==> config.mk <==
export PLATFORM = sky130hd
export DESIGN_NAME = stage_sequencer_flat
export DESIGN_NICKNAME = d
export VERILOG_FILES = /design/src/rtl/stage_sequencer_pkg.sv /design/src/rtl/stage_sequencer_if.sv /design/src/rtl/req_rsp_port.sv /design/src/rtl/stage_sequencer.sv /design/src/flat_wrapper.sv
export SDC_FILE = /design/constraint.sdc
export NUM_CORES = 1
export LEC_CHECK = 0
export ABC_AREA = 1
export CORE_MARGIN = 1
export CORE_UTILIZATION = 52
export CTS_BUF_LIST = sky130_fd_sc_hd__clkbuf_16
export CTS_CLUSTER_DIAMETER = 100
export DETAILED_ROUTE_END_ITERATION = 8
export GPL_TIMING_DRIVEN = 0
export PLACE_DENSITY = 0.76
export SKIP_CTS_REPAIR_TIMING = 1
export SYNTH_ARGS = -nofsm -noshare
export SYNTH_HDL_FRONTEND = slang
export SYNTH_SLANG_ARGS = --single-unit
export TNS_END_PERCENT = 30
==> constraint.sdc <==
create_clock -name clk -period 1.6 [get_ports clk]
set_input_delay 0.24 -clock clk [delete_from_list [all_inputs] [get_ports clk]]
set_output_delay 0.24 -clock clk [all_outputs]
set_load 0.01 [all_outputs]
==> src/rtl/stage_sequencer_pkg.sv <==
// Shared state encodings and sizing helpers for the fetch/decode/exec/mem/wb sequencer.
// No logic: types and constants only.
package stage_sequencer_pkg;

    localparam int STATE_W  = 4;
    localparam int RETIRE_W = 32;

    typedef enum logic [STATE_W-1:0] {
        IDLE       = 4'd0,
        FETCH_REQ  = 4'd1,
        FETCH_WAIT = 4'd2,
        DECODE     = 4'd3,
        EXEC       = 4'd4,
        MEM_REQ    = 4'd5,
        MEM_WAIT   = 4'd6,
        WB         = 4'd7,
        HALT       = 4'd8
    } state_e;

    // Timer width able to hold n-1.
    function automatic int cnt_width(input int n);
        return (n < 2) ? 1 : $clog2(n);
    endfunction

endpackage

==> src/rtl/stage_sequencer_if.sv <==
// Sequencer bus bundle: IFU and LSU handshakes, decode-class inputs, status outputs.
// master = sequencer side, slave = environment side.
interface stage_sequencer_if;
    import stage_sequencer_pkg::*;

    logic                ifu_req_valid;
    logic                ifu_req_ready;
    logic                ifu_rsp_valid;
    logic                ifu_rsp_ready;
    logic                inst_latch_en;
    logic                is_load;
    logic                is_store;
    logic                is_ebreak;
    logic                is_illegal;
    logic                has_rd;
    logic                lsu_req_valid;
    logic                lsu_req_ready;
    logic                lsu_rsp_valid;
    logic                lsu_rsp_ready;
    logic                rf_wen;
    logic                pc_wen;
    logic                halt;
    logic                illegal;
    logic                bus_err;
    logic [STATE_W-1:0]  state_o;
    logic [RETIRE_W-1:0] retire_cnt;

    modport master (
        output ifu_req_valid, ifu_rsp_ready, inst_latch_en,
        output lsu_req_valid, lsu_rsp_ready,
        output rf_wen, pc_wen, halt, illegal, bus_err, state_o, retire_cnt,
        input  ifu_req_ready, ifu_rsp_valid, lsu_req_ready, lsu_rsp_valid,
        input  is_load, is_store, is_ebreak, is_illegal, has_rd
    );

    modport slave (
        input  ifu_req_valid, ifu_rsp_ready, inst_latch_en,
        input  lsu_req_valid, lsu_rsp_ready,
        input  rf_wen, pc_wen, halt, illegal, bus_err, state_o, retire_cnt,
        output ifu_req_ready, ifu_rsp_valid, lsu_req_ready, lsu_rsp_valid,
        output is_load, is_store, is_ebreak, is_illegal, has_rd
    );

endinterface

==> src/rtl/req_rsp_port.sv <==
// Request/response handshake qualifiers plus response-wait timeout for one port.
// Latency: combinational qualifiers; timer registered. Backpressure: valid held by the
// caller's REQ state until ready, response only accepted in the WAIT state.
module req_rsp_port
    import stage_sequencer_pkg::*;
#(
    parameter int TIMEOUT_CYC = 1024
) (
    input  logic clk,
    input  logic rst,
    input  logic req_phase,
    input  logic wait_phase,
    input  logic req_ready,
    input  logic rsp_valid,
    output logic req_valid,
    output logic rsp_ready,
    output logic accepted,
    output logic rsp_done,
    output logic timed_out
);

    localparam int            TW    = cnt_width(TIMEOUT_CYC);
    localparam logic [TW-1:0] LIMIT = TW'(TIMEOUT_CYC - 1);

    logic [TW-1:0] timer_q;

    assign req_valid = req_phase;
    assign rsp_ready = wait_phase;
    assign accepted  = req_phase & req_ready;
    assign rsp_done  = wait_phase & rsp_valid;
    // A response on the limit cycle takes precedence over the timeout.
    assign timed_out = wait_phase & ~rsp_valid & (timer_q == LIMIT);

    always_ff @(posedge clk) begin
        if (rst) begin
            timer_q <= '0;
        end else if (accepted) begin
            timer_q <= '0;
        end else if (wait_phase && !rsp_valid && timer_q != LIMIT) begin
            timer_q <= timer_q + TW'(1);
        end
    end

endmodule

==> src/rtl/stage_sequencer.sv <==
// Multi-cycle instruction sequencer: boot wait, fetch, decode, exec, mem, writeback, halt.
// Latency: one state per cycle, handshake states stall on ready/valid with a bounded timeout.
module stage_sequencer
    import stage_sequencer_pkg::*;
#(
    parameter int BOOT_WAIT   = 2,
    parameter int TIMEOUT_CYC = 1024
) (
    input  logic                clk,
    input  logic                rst,
    stage_sequencer_if.master   bus
);

    state_e              state_q, state_d;
    logic [31:0]         boot_cnt_q;
    logic [RETIRE_W-1:0] retire_q;
    logic                illegal_q, bus_err_q;
    logic                boot_done, set_illegal, set_bus_err, retire_inc;
    logic                ifu_accept, ifu_done, ifu_to;
    logic                lsu_accept, lsu_done, lsu_to;

    assign boot_done = (BOOT_WAIT == 0) || (boot_cnt_q == 32'(BOOT_WAIT - 1));

    req_rsp_port #(.TIMEOUT_CYC(TIMEOUT_CYC)) u_ifu_port (
        .clk        (clk),
        .rst        (rst),
        .req_phase  (state_q == FETCH_REQ),
        .wait_phase (state_q == FETCH_WAIT),
        .req_ready  (bus.ifu_req_ready),
        .rsp_valid  (bus.ifu_rsp_valid),
        .req_valid  (bus.ifu_req_valid),
        .rsp_ready  (bus.ifu_rsp_ready),
        .accepted   (ifu_accept),
        .rsp_done   (ifu_done),
        .timed_out  (ifu_to)
    );

    req_rsp_port #(.TIMEOUT_CYC(TIMEOUT_CYC)) u_lsu_port (
        .clk        (clk),
        .rst        (rst),
        .req_phase  (state_q == MEM_REQ),
        .wait_phase (state_q == MEM_WAIT),
        .req_ready  (bus.lsu_req_ready),
        .rsp_valid  (bus.lsu_rsp_valid),
        .req_valid  (bus.lsu_req_valid),
        .rsp_ready  (bus.lsu_rsp_ready),
        .accepted   (lsu_accept),
        .rsp_done   (lsu_done),
        .timed_out  (lsu_to)
    );

    always_comb begin
        state_d     = state_q;
        set_illegal = 1'b0;
        set_bus_err = 1'b0;
        retire_inc  = 1'b0;
        case (state_q)
            IDLE:       if (boot_done) state_d = FETCH_REQ;
            FETCH_REQ:  if (ifu_accept) state_d = FETCH_WAIT;
            FETCH_WAIT: begin
                if (ifu_done) begin
                    state_d = DECODE;
                end else if (ifu_to) begin
                    state_d     = HALT;
                    set_bus_err = 1'b1;
                end
            end
            DECODE: begin
                if (bus.is_illegal) begin
                    state_d     = HALT;
                    set_illegal = 1'b1;
                end else begin
                    state_d = EXEC;
                end
            end
            EXEC: begin
                if (bus.is_ebreak) begin
                    state_d    = HALT;
                    retire_inc = 1'b1;
                end else if (bus.is_load || bus.is_store) begin
                    state_d = MEM_REQ;
                end else begin
                    state_d = WB;
                end
            end
            MEM_REQ:    if (lsu_accept) state_d = MEM_WAIT;
            MEM_WAIT: begin
                if (lsu_done) begin
                    state_d = WB;
                end else if (lsu_to) begin
                    state_d     = HALT;
                    set_bus_err = 1'b1;
                end
            end
            WB: begin
                state_d    = FETCH_REQ;
                retire_inc = 1'b1;
            end
            HALT:       state_d = HALT;
            default:    state_d = IDLE;
        endcase
    end

    always_ff @(posedge clk) begin
        if (rst) begin
            state_q    <= IDLE;
            boot_cnt_q <= '0;
            retire_q   <= '0;
            illegal_q  <= 1'b0;
            bus_err_q  <= 1'b0;
        end else begin
            state_q <= state_d;
            if (state_q == IDLE && !boot_done) boot_cnt_q <= boot_cnt_q + 32'd1;
            if (retire_inc)  retire_q  <= retire_q + 32'd1;
            if (set_illegal) illegal_q <= 1'b1;
            if (set_bus_err) bus_err_q <= 1'b1;
        end
    end

    // Latch enable coincides with the accepted response beat so decode captures live data.
    assign bus.inst_latch_en = ifu_done;
    assign bus.pc_wen        = (state_q == WB);
    assign bus.rf_wen        = (state_q == WB) & bus.has_rd & ~bus.is_store;
    assign bus.halt          = (state_q == HALT);
    assign bus.illegal       = illegal_q;
    assign bus.bus_err       = bus_err_q;
    assign bus.state_o       = state_q;
    assign bus.retire_cnt    = retire_q;

endmodule

==> src/flat_wrapper.sv <==
// flat-port wrapper written by rule: the top's interface ports become plain ports
module stage_sequencer_flat import stage_sequencer_pkg::*;
#(
    parameter int BOOT_WAIT   = 2,
    parameter int TIMEOUT_CYC = 1024
)
  (clk, rst, bus_ifu_req_valid, bus_ifu_rsp_ready, bus_inst_latch_en, bus_lsu_req_valid, bus_lsu_rsp_ready, bus_rf_wen, bus_pc_wen, bus_halt, bus_illegal, bus_bus_err, bus_state_o, bus_retire_cnt, bus_ifu_req_ready, bus_ifu_rsp_valid, bus_lsu_req_ready, bus_lsu_rsp_valid, bus_is_load, bus_is_store, bus_is_ebreak, bus_is_illegal, bus_has_rd);
  stage_sequencer_if bus_i ();
  input  logic clk;
  input  logic rst;
  output wire logic [$bits(bus_i.ifu_req_valid)-1:0] bus_ifu_req_valid;
  output wire logic [$bits(bus_i.ifu_rsp_ready)-1:0] bus_ifu_rsp_ready;
  output wire logic [$bits(bus_i.inst_latch_en)-1:0] bus_inst_latch_en;
  output wire logic [$bits(bus_i.lsu_req_valid)-1:0] bus_lsu_req_valid;
  output wire logic [$bits(bus_i.lsu_rsp_ready)-1:0] bus_lsu_rsp_ready;
  output wire logic [$bits(bus_i.rf_wen)-1:0] bus_rf_wen;
  output wire logic [$bits(bus_i.pc_wen)-1:0] bus_pc_wen;
  output wire logic [$bits(bus_i.halt)-1:0] bus_halt;
  output wire logic [$bits(bus_i.illegal)-1:0] bus_illegal;
  output wire logic [$bits(bus_i.bus_err)-1:0] bus_bus_err;
  output wire logic [$bits(bus_i.state_o)-1:0] bus_state_o;
  output wire logic [$bits(bus_i.retire_cnt)-1:0] bus_retire_cnt;
  input wire logic [$bits(bus_i.ifu_req_ready)-1:0] bus_ifu_req_ready;
  input wire logic [$bits(bus_i.ifu_rsp_valid)-1:0] bus_ifu_rsp_valid;
  input wire logic [$bits(bus_i.lsu_req_ready)-1:0] bus_lsu_req_ready;
  input wire logic [$bits(bus_i.lsu_rsp_valid)-1:0] bus_lsu_rsp_valid;
  input wire logic [$bits(bus_i.is_load)-1:0] bus_is_load;
  input wire logic [$bits(bus_i.is_store)-1:0] bus_is_store;
  input wire logic [$bits(bus_i.is_ebreak)-1:0] bus_is_ebreak;
  input wire logic [$bits(bus_i.is_illegal)-1:0] bus_is_illegal;
  input wire logic [$bits(bus_i.has_rd)-1:0] bus_has_rd;
  assign bus_ifu_req_valid = bus_i.ifu_req_valid;
  assign bus_ifu_rsp_ready = bus_i.ifu_rsp_ready;
  assign bus_inst_latch_en = bus_i.inst_latch_en;
  assign bus_lsu_req_valid = bus_i.lsu_req_valid;
  assign bus_lsu_rsp_ready = bus_i.lsu_rsp_ready;
  assign bus_rf_wen = bus_i.rf_wen;
  assign bus_pc_wen = bus_i.pc_wen;
  assign bus_halt = bus_i.halt;
  assign bus_illegal = bus_i.illegal;
  assign bus_bus_err = bus_i.bus_err;
  assign bus_state_o = bus_i.state_o;
  assign bus_retire_cnt = bus_i.retire_cnt;
  assign bus_i.ifu_req_ready = bus_ifu_req_ready;
  assign bus_i.ifu_rsp_valid = bus_ifu_rsp_valid;
  assign bus_i.lsu_req_ready = bus_lsu_req_ready;
  assign bus_i.lsu_rsp_valid = bus_lsu_rsp_valid;
  assign bus_i.is_load = bus_is_load;
  assign bus_i.is_store = bus_is_store;
  assign bus_i.is_ebreak = bus_is_ebreak;
  assign bus_i.is_illegal = bus_is_illegal;
  assign bus_i.has_rd = bus_has_rd;
  stage_sequencer #(.BOOT_WAIT(BOOT_WAIT), .TIMEOUT_CYC(TIMEOUT_CYC)) u_core (.clk(clk), .rst(rst), .bus(bus_i));
endmodule
# Word level (Yosys, flattened, before mapping)
# Index checks and enable logic that the tools add are counted.
# totals
input_bits,11
elab_cells,75
reg_bits,90
output_inout_bits,46
# op_classes
n_reduce_logical,13
n_mux,20
addsub,4
n_bitwise,13
eq_ne,18
# op_table
cell,n
"32-bit by 1-bit adder with 32-bit output, second input constant",2
4-bit 2-to-1 mux,9
4-bit one-hot mux with 9 select lines,1
"32-bit by 1-bit equality test with 1-bit output, second input constant",1
"10-bit by 1-bit adder with 10-bit output, second input constant",2
"10-bit equality test, second input constant",2
"10-bit != test, second input constant",2
"4-bit by 3-bit equality test with 1-bit output, second input constant",4
1-bit AND,10
"4-bit by 2-bit equality test with 1-bit output, second input constant",2
1-bit 2-to-1 mux,7
"2-bit by 1-bit != test with 1-bit output, second input constant",3
1-bit logical AND,5
5-bit AND reduction,1
"4-bit by 1-bit equality test with 1-bit output, second input constant",1
"4-bit equality test, second input constant",1
4-bit logical NOT,1
1-bit one-hot mux with 2 select lines,2
2-bit OR reduction,2
1-bit logical NOT,3
"3-bit by 1-bit != test with 1-bit output, second input constant",1
"3-bit by 2-bit != test with 1-bit output, second input constant",1
1-bit inverter,3
2-bit 2-to-1 mux,1
1-bit logical OR,1

# Longest topological paths before layout
# Gate-level depths: netlist of run 1.
# logic_depth
depth_word,6
ltp_mapped,12
ltp_nobuf,11

# Hierarchy
# Synthesis of run 1 repeated with hierarchy kept, for this count alone.
# unflattened
cells_unflattened,926
area_unflattened_um2,5659.2
# by_module_without_submodules
module,cells_per_inst,instances,seq_area_each_um2,area_each_um2
stage_sequencer,734,1,1401.3,4403.0
req_rsp_port,96,2,200.2,628.1

# Worst setup path after synthesis of run 1
# OpenSTA, ideal clock, no wires.
# synth_path
kind,reg-to-reg
startpoint,"register u_core.retire_q[0], in the netlist u_core.bus.retire_cnt[0]"
endpoint,"register u_core.retire_q[22], in the netlist u_core.bus.retire_cnt[22]"
arrival_time_ns,1.457
period_less_slack_ns,1.584
path_slack_ns,0.016
setup_time_ns,0.128
stages_incl_launch_ff,11
t_required_ns,1.472
path_cell_list,dfxtp_1 -> ha_1 -> inv_1 -> nor2_1 -> nand2_1 -> nor2_1 -> nand3_1 -> nor2_1 -> nand2_1 -> nand2_1 -> nor2_1
# synth_via
elab_chain_len,1
# synth_lines
item,line,text
from (decl),stage_sequencer.sv:16,logic [RETIRE_W-1:0] retire_q;
from (signal assigned),stage_sequencer.sv:114,if (retire_inc) retire_q <= retire_q + 32'd1;
32-bit by 1-bit adder with 32-bit output,stage_sequencer.sv:114,
# No other way between the ends.
# A chain may end at the register's enable or synchronous reset.

# Worst setup path in the final report of run 1
# layout_path
startpoint,"register u_core.state_q[2], in the netlist u_core.bus.state_o[2]"
endpoint,output bus_rf_wen
# layout_via
elab_chain_len,3
# layout_lines
item,line,text
from (decl),stage_sequencer.sv:14,"state_e state_q, state_d;"
from (signal assigned),stage_sequencer.sv:112,state_q <= state_d;
4-bit by 3-bit equality test with 1-bit output,stage_sequencer.sv:123,assign bus.rf_wen = (state_q == WB) & bus.has_rd & ~bus.is_store;
1-bit AND (2 in series),stage_sequencer.sv:123,
to (decl),flat_wrapper.sv:16,output wire logic [$bits(bus_i.rf_wen)-1:0] bus_rf_wen;
# No other way between the ends.

==> out/results.env, run 1 <==
LAYOUT-DRIVE-GT1-SHARE=0.218
POWER.DENSITY_nW_PER_UM2=995
POWER_FRAC_SEQ=0.341
SYNTHTOPCELLSBYAREA='sky130_fd_sc_hd__dfxtp_1 33%, sky130_fd_sc_hd__nand2_1 22%, sky130_fd_sc_hd__nor2_1 11%, sky130_fd_sc_hd__a21oi_1 5.3%, sky130_fd_sc_hd__inv_1 4.8%'
PATH_CLK_SLEW_NS=0.06
FINAL.SETUP.WORST_SLACK_NS=-0.198
GRT_START_MAX_NET_PINS=14
SYNTHMOSTINSTANTIATEDCELL='sky130_fd_sc_hd__nand2_1'
FINALWIRELENGTH_UM=15800
CRITPATHARRIVALTIME_NS=1.56
MULTI_INPUT_GATE_AREA_IN_THE_FINAL_LAYOUT_UM2=3740
CLOCK-SKEW-FINAL_NS=0.00740
FMAXACHIEVABLE_MHz=556
FINALMAXSLEWVIOLATIONS=0
VIA_COUNT_OF_THE_FIRST_GLOBAL_ROUTING_PASS=4988
FLOORPLAN.CORE_AREA_UM2=10300
STATUS='finished, violations left'
DETAILROUTE.VIA_COUNT=6009
DRC=0
DIE_HEIGHT_UM=105
POST_SYNTH_DESIGN_CELL_AREA_UM2=5540
POST_LAYOUT_NONFILLER_INSTANCES=1140
VDD_IR_DROP_MAX_V=0.000790
GR-USAGE-ALL-LAYERS=0.262
PLACEMENTROWS=37
MIN_PERIOD_OVER_PERIOD=1.12
DESIGN.PORTCOUNT=57
PLACE.DETAILED.INSTANCES=1091
SLEW_HEADROOM=0.597
DR.FIRST_ITER.DRC_COUNT=315
WORST-ENDPOINT-REQUIRED_NS=1.36
SYN-NUM-NETS=916
SEQUENTIAL_CELL_AREA_UM2=1880
CTS-HTREE-LEVELS=3
ASYNC_RESET_FF_FRAC=0
MIN_PATH_TYPE='in -> reg'
FINISH.INSTANCE_AREA_UM2=7370
SETUP.WORST_PATH.END_CLASS='output pin'
INITIAL_UTILIZATION=0.537
TIMING.FINAL.HOLD_VIOLATIONS=0
ROUTED_WIRELENGTH_NORMALIZED_BY_INSTANCE_COUNT_UM=13.8
WORST_SKEW_PAIR.LATE_LATENCY_NS=0.35
VIOLATIONS='setup timing'
SYN_INST=900
DIE_WIDTH_UM=105
SW_FRAC_OF_TOTAL=0.349
DETAIL_ROUTE.VIAS_PER_CELL=5.27
TIMING.MAX_CAP.VIOLATIONS=0
WORST_PIN_SLEW_NS=0.604
SETUP_VIOLATING_ENDPOINT_COUNT_IN_THE_FINAL_REPORT=6
AREA_DELTA_SYNTH_FINAL_PCT=32.9
R2R-START='u_core.boot_cnt_q[1]'
YOSYSWARNINGS=0
FIN_CRIT_NS=1.80
SYNTH.YOSYS.SEQ_AREA_SHARE=0.325
WORSTSETUPSTARTPOINT='u_core.bus.state_o[2]'
CLOCK_TREE.ROOT_CELL='sky130_fd_sc_hd__clkbuf_16'
LAYOUT.FILLER_CELLS=838
TOTALPOWERFINAL_mW=7.33
NUMPORTBUFFERS=55
DRT_PRE_ANTENNA_ITERS=5
MIN_DELAY_PATH_DEPTH=2
GPL.FINAL_WEIGHTED_CONGESTION=0.966
SYNTHDISTINCTLIBCELLS=31
WORSTREGTOREGCELLS=9
TRITONCTS='built'
SYNTH_COMMONEST_CELLS='320 x sky130_fd_sc_hd__nand2_1, 167 x sky130_fd_sc_hd__nor2_1, 90 x sky130_fd_sc_hd__dfxtp_1'
START_KIND='flop'
GRT_FIRST_PASS_WIRELENGTH_UM=23200
WORST_HOLD_STARTPOINT='rst'
CLOCK_TREE.BUFFER_DEPTH=2
YS_DOMINANT_REG_CELL='sky130_fd_sc_hd__dfxtp_1'
INTERNAL_POWER_mW=4.78
POST-SYNTH-TOP-AREA-CELL='sky130_fd_sc_hd__dfxtp_1'
SETUP_TOTAL_NEGATIVE_SLACK_NS=-0.271
POSTSYNTHAREAPERCELL_UM2=6.16
NETLIST.AREA_LEADER.SHARE=0.325
PORTION_OF_TOTAL_POWER_ATTRIBUTED_TO_COMBINATIONAL_LOGIC=0.376
TRITONCTS.NUM_BUFFERS=9
TIMING_WORST_SETUP_PATH_TYPE='reg -> out'
DIODES=0
NUMBER_OF_ENABLE_FLIP_FLOP_CELLS_AFTER_SYNTHESIS=0
FIN_HOLD_WS_NS=0.363
DP.FINAL_HPWL_UM=10300
ANTENNA_LEFT=0
PLACED_AREA_UM2=6260
GRT_SETUP_UNREPAIRED='yes'
FIN_NETS=1016
TOTAL_SWITCHING_POWER_mW=2.56
FINAL_GLOBAL_ROUTE_OVERFLOW_TOTAL=0
CRITICAL_PATH.MAX_FANOUT=5
SHARE_CLK_OF_TOTAL_POWER=0.283
NUMBER_OF_ANTENNA_VIOLATIONS_AT_THE_FIRST_CHECK_IN_GLOBAL_ROUTING=0
CTS.SINKS=90
FLOORPLAN.DIE_AREA_UM2=11100
STANDBY_LEAKAGE_POWER_nW=2.88
SYNTH-SEQ-CELLS=90
-- sequential cells by signal, summed over array words and instances (netlist names) --
name	cells
u_core.bus.state_o	4
u_core.boot_cnt_q	32
u_core.u_lsu_port.timer_q	10
u_core.bus.retire_cnt	32
u_core.u_ifu_port.timer_q	10
u_core.bus.bus_err	1
u_core.bus.illegal	1
-- metal layers --
layer  vias to the layer above  share of wire  wire (µm)  track usage
met3                        40          0.055        865       0.0458
met2                       174           0.48       7640        0.431
met4                         0          0.030        466        0.102
met5                         -              0          0            0
li1                       3038              -          -            -
met1                      2757           0.43       6810        0.342
-- critical path, cell delays in order (launching register included) --
cell and delay (ns):
sky130_fd_sc_hd__dfxtp_4 0.39, sky130_fd_sc_hd__inv_4 0.05, sky130_fd_sc_hd__nor2_4 0.13, sky130_fd_sc_hd__buf_6 0.13, sky130_fd_sc_hd__buf_6 0.09, sky130_fd_sc_hd__nand3_4 0.09, sky130_fd_sc_hd__inv_2 0.09, sky130_fd_sc_hd__nand2_1 0.05
sky130_fd_sc_hd__nor2_1 0.07, sky130_fd_sc_hd__buf_2 0.13
-- power groups by stage --
stage	Clock (mW)	Combinational, mW	Sequential (mW)
floorplan	0	1.07	2.49
detailed placement	0	1.59	2.49
global placement	0	1.59	2.49
CTS	2.10	1.60	2.44
finish	2.08	2.76	2.50
global route	2.21	2.95	2.51
-- final cells by class --
class,count,share of cell area
flip-flops and latches,90,0.256
repair buffers,89,0.118
plain buffers,18,0.0194
well taps,136,0.0231
clock buffers,9,0.0306
clock inverters,6,0.00713
inverters,75,0.0389
multi-input cells,717,0.508
-- cell families (layout without fill, tap and decap cells) --
family | count (synthesis) | after routing | synth area share
simple gates | 602 | 602 | 0.471
buf+inv | 93 | 197 | 0.0686
flops | 90 | 90 | 0.325
compound gates | 81 | 81 | 0.0781
xor+xnor | 29 | 29 | 0.0458
fa+ha+maj | 5 | 5 | 0.0113
-- cells in the final DEF, fill, tap and decap left out, drive strengths merged --
| cell | n |
|---|---|
| nand2 | 327 |
| nor2 | 182 |
| dfxtp | 90 |
| inv | 78 |
| a21oi | 59 |
| clkdlybuf4s50 | 46 |
| nand3 | 45 |
| buf | 44 |
| nand3b | 24 |
| clkbuf | 21 |
| xor2 | 19 |
| o21ai | 17 |
| nor3 | 11 |
| xnor2 | 10 |
| nand4 | 8 |
| ha | 5 |
| dlymetal6s2s | 5 |
| o21bai | 4 |
| and3 | 3 |
| nor3b | 1 |
| o21a | 1 |
| nor4 | 1 |
| clkinv | 1 |
| bufinv | 1 |
| clkinvlp | 1 |
-- per-stage QoR --
stage	setup WS, ns	utilization
6_report	-0.198	0.714
5_1_grt	-0.269	0.714
4_1_cts	-0.616	0.634
3_5_place_dp	-0.259	0.607
3_3_place_gp	-0.243	0.607
2_1_floorplan	0.0156	-
-- worst paths after layout --
| kind | end | slack, ns |
|---|---|---|
| hold / removal | u_core.bus.retire_cnt[2] | 0.36 |
| setup reg to reg | u_core.boot_cnt_q[20] | -0.01 |
| hold reg to reg | u_core.bus.illegal | 0.46 |
| setup / recovery | bus_rf_wen | -0.20 |
Note: power is estimated with default switching activity, not from simulation.
==> run 2: changes to the inputs <==
--- a/config.mk
+++ b/config.mk
@@ -9,7 +9,6 @@
 export CORE_MARGIN = 1
 export CORE_UTILIZATION = 52
 export CTS_BUF_LIST = sky130_fd_sc_hd__clkbuf_16
-export CTS_CLUSTER_DIAMETER = 100
 export DETAILED_ROUTE_END_ITERATION = 8
 export GPL_TIMING_DRIVEN = 0
 export PLACE_DENSITY = 0.76
==> results of run 2 <==
Same layout as run 1: the final DEF is identical, and so are final timing and power.
